[config.mk]
export PLATFORM = sky130hd
export DESIGN_NAME = alu_multicycle
export DESIGN_NICKNAME = d
export VERILOG_FILES = /design/src/rtl/alu_multicycle.sv
export SDC_FILE = /design/constraint.sdc
export NUM_CORES = 1
export LEC_CHECK = 0
export ABC_CLOCK_PERIOD_IN_PS = 4250
export CAP_MARGIN = 5
export CORE_UTILIZATION = 60
export CTS_CLUSTER_SIZE = 8
export DETAILED_ROUTE_END_ITERATION = 10
export DONT_BUFFER_PORTS = 1
export MAX_ROUTING_LAYER = met4
export PLACE_DENSITY = 0.89
export SYNTH_ARGS = -nofsm -noshare
export SYNTH_HDL_FRONTEND = slang
export SYNTH_SLANG_ARGS = --single-unit
export TNS_END_PERCENT = 5
[constraint.sdc]
create_clock -name clk -period 4.25 [get_ports clk]
set_input_delay 0.425 -clock clk [delete_from_list [all_inputs] [get_ports clk]]
set_output_delay 0.425 -clock clk [all_outputs]
set_load 0.03 [all_outputs]
[src/rtl/alu_multicycle.sv]
// ---------------------------------------------------------------------------
// alu_multicycle
//   Small ALU with single-cycle logic/arithmetic ops and iterative
//   multi-cycle unsigned multiply, divide and remainder.
//
// Ports
//   clk     in   1      clock, rising edge
//   reset   in   1      asynchronous active-high reset
//   start   in   1      request, sampled only while idle
//   gin     in   4      operation code, captured on acceptance
//   a, b    in   WIDTH  operands, captured on acceptance
//   result  out  WIDTH  registered result, held until next completion
//   status  out  4      registered flags {n,z,v,c}
//   busy    out  1      high while a multi-cycle operation runs
//   done    out  1      one-cycle pulse when result/status/err update
//   err     out  1      registered, high when the completed op was illegal
// ---------------------------------------------------------------------------
module alu_multicycle #(
    parameter int WIDTH = 32
) (
    input  logic             clk,
    input  logic             reset,
    input  logic             start,
    input  logic [3:0]       gin,
    input  logic [WIDTH-1:0] a,
    input  logic [WIDTH-1:0] b,
    output logic [WIDTH-1:0] result,
    output logic [3:0]       status,
    output logic             busy,
    output logic             done,
    output logic             err
);

    localparam int CW = $clog2(WIDTH + 1);

    localparam logic [3:0] OP_AND  = 4'b0000;
    localparam logic [3:0] OP_OR   = 4'b0001;
    localparam logic [3:0] OP_ADD  = 4'b0010;
    localparam logic [3:0] OP_XOR  = 4'b0011;
    localparam logic [3:0] OP_NOR  = 4'b0100;
    localparam logic [3:0] OP_SUB  = 4'b0110;
    localparam logic [3:0] OP_SLT  = 4'b0111;
    localparam logic [3:0] OP_MULU = 4'b1000;
    localparam logic [3:0] OP_DIVU = 4'b1001;
    localparam logic [3:0] OP_REMU = 4'b1010;

    localparam logic [0:0] ST_IDLE = 1'b0;
    localparam logic [0:0] ST_RUN  = 1'b1;

    // n and z always come from the final result; v and c are op-specific
    function automatic logic [3:0] build_status(input logic [WIDTH-1:0] res,
                                                input logic v,
                                                input logic c);
        build_status = {res[WIDTH-1], (res == {WIDTH{1'b0}}), v, c};
    endfunction

    logic [0:0]       r_state;
    logic [CW-1:0]    r_cnt;
    logic [3:0]       r_op;
    logic [WIDTH-1:0] r_hi;    // MUL: partial product high half; DIV: partial remainder
    logic [WIDTH-1:0] r_lo;    // MUL: multiplier / product low half; DIV: dividend / quotient
    logic [WIDTH-1:0] r_opb;   // multiplicand or divisor

    logic [WIDTH:0]   w_add_full;
    logic [WIDTH:0]   w_sub_full;
    logic             w_add_v;
    logic             w_sub_v;
    logic [WIDTH-1:0] w_sc_result;
    logic             w_sc_v;
    logic             w_sc_c;
    logic             w_sc_err;
    logic             w_is_multi;

    logic [WIDTH:0]   w_mul_sum;
    logic [WIDTH:0]   w_div_shift;
    logic             w_div_ge;
    logic [WIDTH-1:0] w_div_rem;
    logic [WIDTH-1:0] w_hi_nx;
    logic [WIDTH-1:0] w_lo_nx;
    logic [WIDTH-1:0] w_mc_result;
    logic             w_mc_v;

    assign w_add_full = {1'b0, a} + {1'b0, b};
    // Subtract as a + ~b + 1 so that carry out means "no borrow"
    assign w_sub_full = {1'b0, a} + {1'b0, ~b} + {{WIDTH{1'b0}}, 1'b1};
    assign w_add_v    = (a[WIDTH-1] == b[WIDTH-1]) && (w_add_full[WIDTH-1] != a[WIDTH-1]);
    assign w_sub_v    = (a[WIDTH-1] != b[WIDTH-1]) && (w_sub_full[WIDTH-1] != a[WIDTH-1]);
    assign w_is_multi = (gin == OP_MULU) || (gin == OP_DIVU) || (gin == OP_REMU);

    // Single-cycle datapath, evaluated straight from the input operands
    always_comb begin
        w_sc_result = {WIDTH{1'b0}};
        w_sc_v      = 1'b0;
        w_sc_c      = 1'b0;
        w_sc_err    = 1'b0;
        case (gin)
            OP_AND: w_sc_result = a & b;
            OP_OR:  w_sc_result = a | b;
            OP_XOR: w_sc_result = a ^ b;
            OP_NOR: w_sc_result = ~(a | b);
            OP_ADD: begin
                w_sc_result = w_add_full[WIDTH-1:0];
                w_sc_v      = w_add_v;
                w_sc_c      = w_add_full[WIDTH];
            end
            OP_SUB: begin
                w_sc_result = w_sub_full[WIDTH-1:0];
                w_sc_v      = w_sub_v;
                w_sc_c      = w_sub_full[WIDTH];
            end
            OP_SLT: begin
                // Sign of the difference corrected by overflow gives signed a<b
                w_sc_result = {{(WIDTH-1){1'b0}}, w_sub_full[WIDTH-1] ^ w_sub_v};
                w_sc_v      = w_sub_v;
                w_sc_c      = w_sub_full[WIDTH];
            end
            default: begin
                // Illegal codes (multi-cycle codes never take this path)
                w_sc_result = {WIDTH{1'b0}};
                w_sc_err    = 1'b1;
            end
        endcase
    end

    // One shift-add step: add multiplicand when the multiplier LSB is set, shift right
    assign w_mul_sum   = {1'b0, r_hi} + (r_lo[0] ? {1'b0, r_opb} : {(WIDTH+1){1'b0}});
    // One restoring-division step: bring in the next dividend bit and try to subtract
    assign w_div_shift = {r_hi, r_lo[WIDTH-1]};
    assign w_div_ge    = (w_div_shift >= {1'b0, r_opb});
    // The true difference always fits WIDTH bits when it is kept
    assign w_div_rem   = w_div_shift[WIDTH-1:0] - r_opb;

    // Next iteration values for the multi-cycle datapath
    always_comb begin
        w_hi_nx = r_hi;
        w_lo_nx = r_lo;
        if (r_op == OP_MULU) begin
            w_hi_nx = w_mul_sum[WIDTH:1];
            w_lo_nx = {w_mul_sum[0], r_lo[WIDTH-1:1]};
        end else if (w_div_ge) begin
            w_hi_nx = w_div_rem;
            w_lo_nx = {r_lo[WIDTH-2:0], 1'b1};
        end else begin
            w_hi_nx = w_div_shift[WIDTH-1:0];
            w_lo_nx = {r_lo[WIDTH-2:0], 1'b0};
        end
    end

    // Final multi-cycle result selection; a zero divisor naturally yields
    // an all-ones quotient and a remainder equal to the dividend
    always_comb begin
        w_mc_result = w_lo_nx;
        w_mc_v      = 1'b0;
        case (r_op)
            OP_MULU: begin
                w_mc_result = w_lo_nx;
                w_mc_v      = (w_hi_nx != {WIDTH{1'b0}});
            end
            OP_DIVU: begin
                w_mc_result = w_lo_nx;
                w_mc_v      = (r_opb == {WIDTH{1'b0}});
            end
            OP_REMU: begin
                w_mc_result = w_hi_nx;
                w_mc_v      = (r_opb == {WIDTH{1'b0}});
            end
            default: begin
                w_mc_result = w_lo_nx;
                w_mc_v      = 1'b0;
            end
        endcase
    end

    assign busy = (r_state == ST_RUN);

    // Control FSM, operand capture, iteration and registered outputs
    always_ff @(posedge clk or posedge reset) begin
        if (reset) begin
            r_state <= ST_IDLE;
            r_cnt   <= {CW{1'b0}};
            r_op    <= 4'b0000;
            r_hi    <= {WIDTH{1'b0}};
            r_lo    <= {WIDTH{1'b0}};
            r_opb   <= {WIDTH{1'b0}};
            result  <= {WIDTH{1'b0}};
            status  <= 4'b0000;
            done    <= 1'b0;
            err     <= 1'b0;
        end else begin
            case (r_state)
                ST_IDLE: begin
                    if (start && w_is_multi) begin
                        r_state <= ST_RUN;
                        r_cnt   <= CW'(WIDTH);
                        r_op    <= gin;
                        r_hi    <= {WIDTH{1'b0}};
                        r_lo    <= a;
                        r_opb   <= b;
                        done    <= 1'b0;
                    end else if (start) begin
                        result  <= w_sc_result;
                        status  <= build_status(w_sc_result, w_sc_v, w_sc_c);
                        err     <= w_sc_err;
                        done    <= 1'b1;
                    end else begin
                        done    <= 1'b0;
                    end
                end
                ST_RUN: begin
                    r_hi  <= w_hi_nx;
                    r_lo  <= w_lo_nx;
                    r_cnt <= r_cnt - CW'(1);
                    if (r_cnt == CW'(1)) begin
                        r_state <= ST_IDLE;
                        result  <= w_mc_result;
                        status  <= build_status(w_mc_result, w_mc_v, 1'b0);
                        err     <= 1'b0;
                        done    <= 1'b1;
                    end else begin
                        done    <= 1'b0;
                    end
                end
                default: begin
                    r_state <= ST_IDLE;
                    done    <= 1'b0;
                end
            endcase
        end
    end

endmodule

==> run metrics <==
Final Cycle Share 1.04; Die ar. slightly below 0.03 mm2; ys flop type dfrtp_1; Mapped Avg Cell Area 7.31 um2; internal power 0.00913 W; layout cell share with drive strength beyond 1 0.193; # IOs 110; Fillers 2177; Max Clk Rate approximately 0.23 GHz; most numerous cell in the Yosys netlist nand2_1; initial core utilization 0.617; final number of setup-violating endpoints 2; CTS H-Tree Depth 4; initial antenna violation count 3; cell accounting for the most synthesized area dfrtp_1; synth top area cells dfrtp_1 21%, ha_1 12%, nand2_1 6.5%; largest net degree at the start of global routing 112; via/cell ratio 6.95; CP Data Arrival Time around 4800 ps; total CTS buffers 17; Chip Width 172 um; Synth Cell Area 0.0173 mm2; Leak just under 10 nW; EDFF count, synth 0; CP Max Fanout 4; hpwl dp approximately 55 mm; DRT Wirelength roughly 73 mm; Synth warnings 0; Hold WC Path Type input pin to async pin; logic gate share of total power 0.764; Sequential Power Share 0.162; register area share after synthesis 0.208; Worst Path Required around 4600 ps; Pwr Density between 900 and 1000 mW/mm2; Core Box Area 0.0281 mm2; final hold violation count 0; Tot GR Track Use 0.499; Area growth syn-to-layout 21.4%; overall power 0.0194 W; peak supply drop around 0.0005 V; Psw between 0.01 and 0.015 W; status complete, but fails checks; Die Y roughly 170 um; max cap viols 0; clk sinks between 100 and 150; worst slew margin relative to its limit 0.195; FF+latch count, synth roughly 140; top-area cell type share of the netlist area 0.208; GP Congestion ~1.1; Worst Max-Slew Pin Slew about 1200 ps; Post-synth top cells 299 x nand2_1, 194 x o21ai_0, 191 x a21oi_1; Synth cell types 86; post-route ant nets 0; Syn Nets roughly 2.6k; crit end category flop; CTS tree built; Clock Skews roughly 9.6 ps; Util after Layout 0.749; Max Buffers Root-to-Sink 2; failing checks setup timing; first-pass GRT wire length around 110 mm; First-pass DRT Iterations 6; Setup CP Type flop to flop; WHS about 64 ps; port bufs 0; Async S/R FF share, synth 1.00; vias in the first global route about 19k; Max Slew Vio Count 0; clk_lat worst skew ~440 ps; Iteration-0 DRC Markers about 3.0k; Rows 61; Reg clk slew, reported paths around 60 ps; routed via count about 21k; Root Buffer clkbuf_16; Routed WL per cell 24.3 um; power share of the clock group 0.074; gate count of the mapped netlist between 2k and 2.5k; switching part of the total power 0.530; drt drc 0; CP startpoint kind flop; GRT overflow 0; RSZ-0062 raised after global routing yes; crit path setup slack, layout -168 ps; min cycle time layout approximately 4400 ps; # nets final about 2.9k
[power by group through the flow]
stage / registers (W) / clock network (W) / logic (W)
floorplan: 0.00282 / 0 / 0.00828
global placement: 0.00302 / 0 / 0.0134
detailed placement: 0.00305 / 0 / 0.0137
CTS: 0.00305 / 0.00142 / 0.0139
global route: 0.00316 / 0.00147 / 0.0157
finish: 0.00314 / 0.00144 / 0.0148
[final timing paths]
path	depth (start not counted)	slack (ps)	to	start
worst max-delay path	16	-170	status[2]$_DFFE_PP0P_	r_opb[8]$_DFFE_PP0P_
worst min-delay path	1	60	r_lo[2]$_DFFE_PP0P_	reset
worst max register to register	16	-170	status[2]$_DFFE_PP0P_	r_opb[8]$_DFFE_PP0P_
worst min register to register	2	520	r_opb[29]$_DFFE_PP0P_	r_opb[29]$_DFFE_PP0P_
max in group asynchronous	2	3110	r_opb[9]$_DFFE_PP0P_	reset
min in group clk	1	160	r_op[0]$_DFFE_PP0P_	gin[0]
[metrics by stage]
step	instances	worst slack, ps	TNS, ps	instance area, um2
after floorplan	2371	10.8	0	17300
after global placement	2965	-598	-598	20000
after detailed placement	2965	-753	-907	20000
after CTS	3005	-223	-289	20800
after global routing	3015	-297	-508	21000
final	3015	-168	-305	21000
[worst max-delay path, stage by stage, from the launching register on]
cell and delay [ps]:
dfrtp_1 500, inv_1 80, ha_1 310, and4_1 220
nand4_1 100, nor4_1 60, buf_4 170, o31ai_2 450
nand3_1 350, or3_1 500, a32o_1 270, nor4_1 370
buf_4 200, nand4_1 90, nor4_1 330, nand4_1 180
o211ai_1 140
[logic make-up (layout without fill, tap and decap cells)]
kind of cell | Yosys count | in the layout | share of synthesized area
buffers and inverters | 305 | 568 | 0.0688
adders and majority gates | 168 | 168 | 0.123
DFF | 144 | 144 | 0.208
other | 0 | 3 | 0
AOI/OAI and AO/OA | 803 | 803 | 0.308
and+or+nand+nor | 847 | 847 | 0.235
muxes | 48 | 48 | 0.0282
xor gates and xnor gates | 56 | 56 | 0.0283
[cell type report]
class                   instances  area (um2)  area share
well taps                     378         473      0.0225
clock inverters                 9        87.6     0.00416
multi-input cells            1922       12900       0.613
repair buffers                380        2910       0.138
clock buffers                  23         458      0.0218
inverters                     156         603      0.0287
diodes                          3        7.51    0.000357
flip-flops and latches        144        3610       0.172
[state kept, by name, indices dropped and copies added, names as in the netlist]
register  flops
busy          1
done          1
err           1
r_cnt         6
r_hi         32
r_lo         32
r_op          4
r_opb        32
result       32
status        3
[layout by cell type, fill, tap and decap left out, types with 8 or more instances in the layout]
| master | Yosys | final |
|---|---|---|
| a2111oi_0 | 13 | 12 |
| a211oi_1 | 59 | 56 |
| a21o_1 | 48 | 48 |
| a21oi_1 | 191 | 185 |
| a221o_1 | 22 | 22 |
| a221oi_1 | 24 | 22 |
| a22oi_1 | 13 | 13 |
| a31o_2 | 8 | 8 |
| a31oi_1 | 20 | 18 |
| and2_1 | 48 | 48 |
| and3_1 | 28 | 28 |
| buf_4 | 1 | 375 |
| clkbuf_16 | 0 | 17 |
| dfrtp_1 | 144 | 141 |
| ha_1 | 163 | 152 |
| ha_4 | 0 | 10 |
| inv_1 | 154 | 145 |
| mux2i_1 | 41 | 41 |
| nand2_1 | 299 | 297 |
| nand2b_1 | 26 | 25 |
| nand3_1 | 59 | 56 |
| nand3b_1 | 8 | 8 |
| nand4_1 | 27 | 27 |
| nor2_1 | 184 | 179 |
| nor2b_1 | 22 | 20 |
| nor3_1 | 49 | 49 |
| nor4_1 | 33 | 30 |
| o211ai_1 | 36 | 36 |
| o21a_1 | 13 | 13 |
| o21ai_0 | 194 | 189 |
| o21bai_1 | 23 | 22 |
| o221ai_1 | 17 | 17 |
| o31ai_1 | 26 | 26 |
| or3_1 | 16 | 16 |
| xnor2_1 | 36 | 36 |
| xor2_1 | 20 | 20 |
[per-layer routing]
layer,track usage,vias to the layer above,share of wire
met5,-,-,0
met4,0.281,0,0.074
met3,0.153,444,0.14
met2,0.735,1677,0.42
met1,0.605,9675,0.37
li1,-,9161,-
[repair_timing]
item	4_1_cts	5_1_grt
hold buffers	0	0
resized for setup	34	38
setup buffers	8	7
pin swaps	24	22
endpoints found under the setup margin	2	6
(Power assumes the default switching activity.)
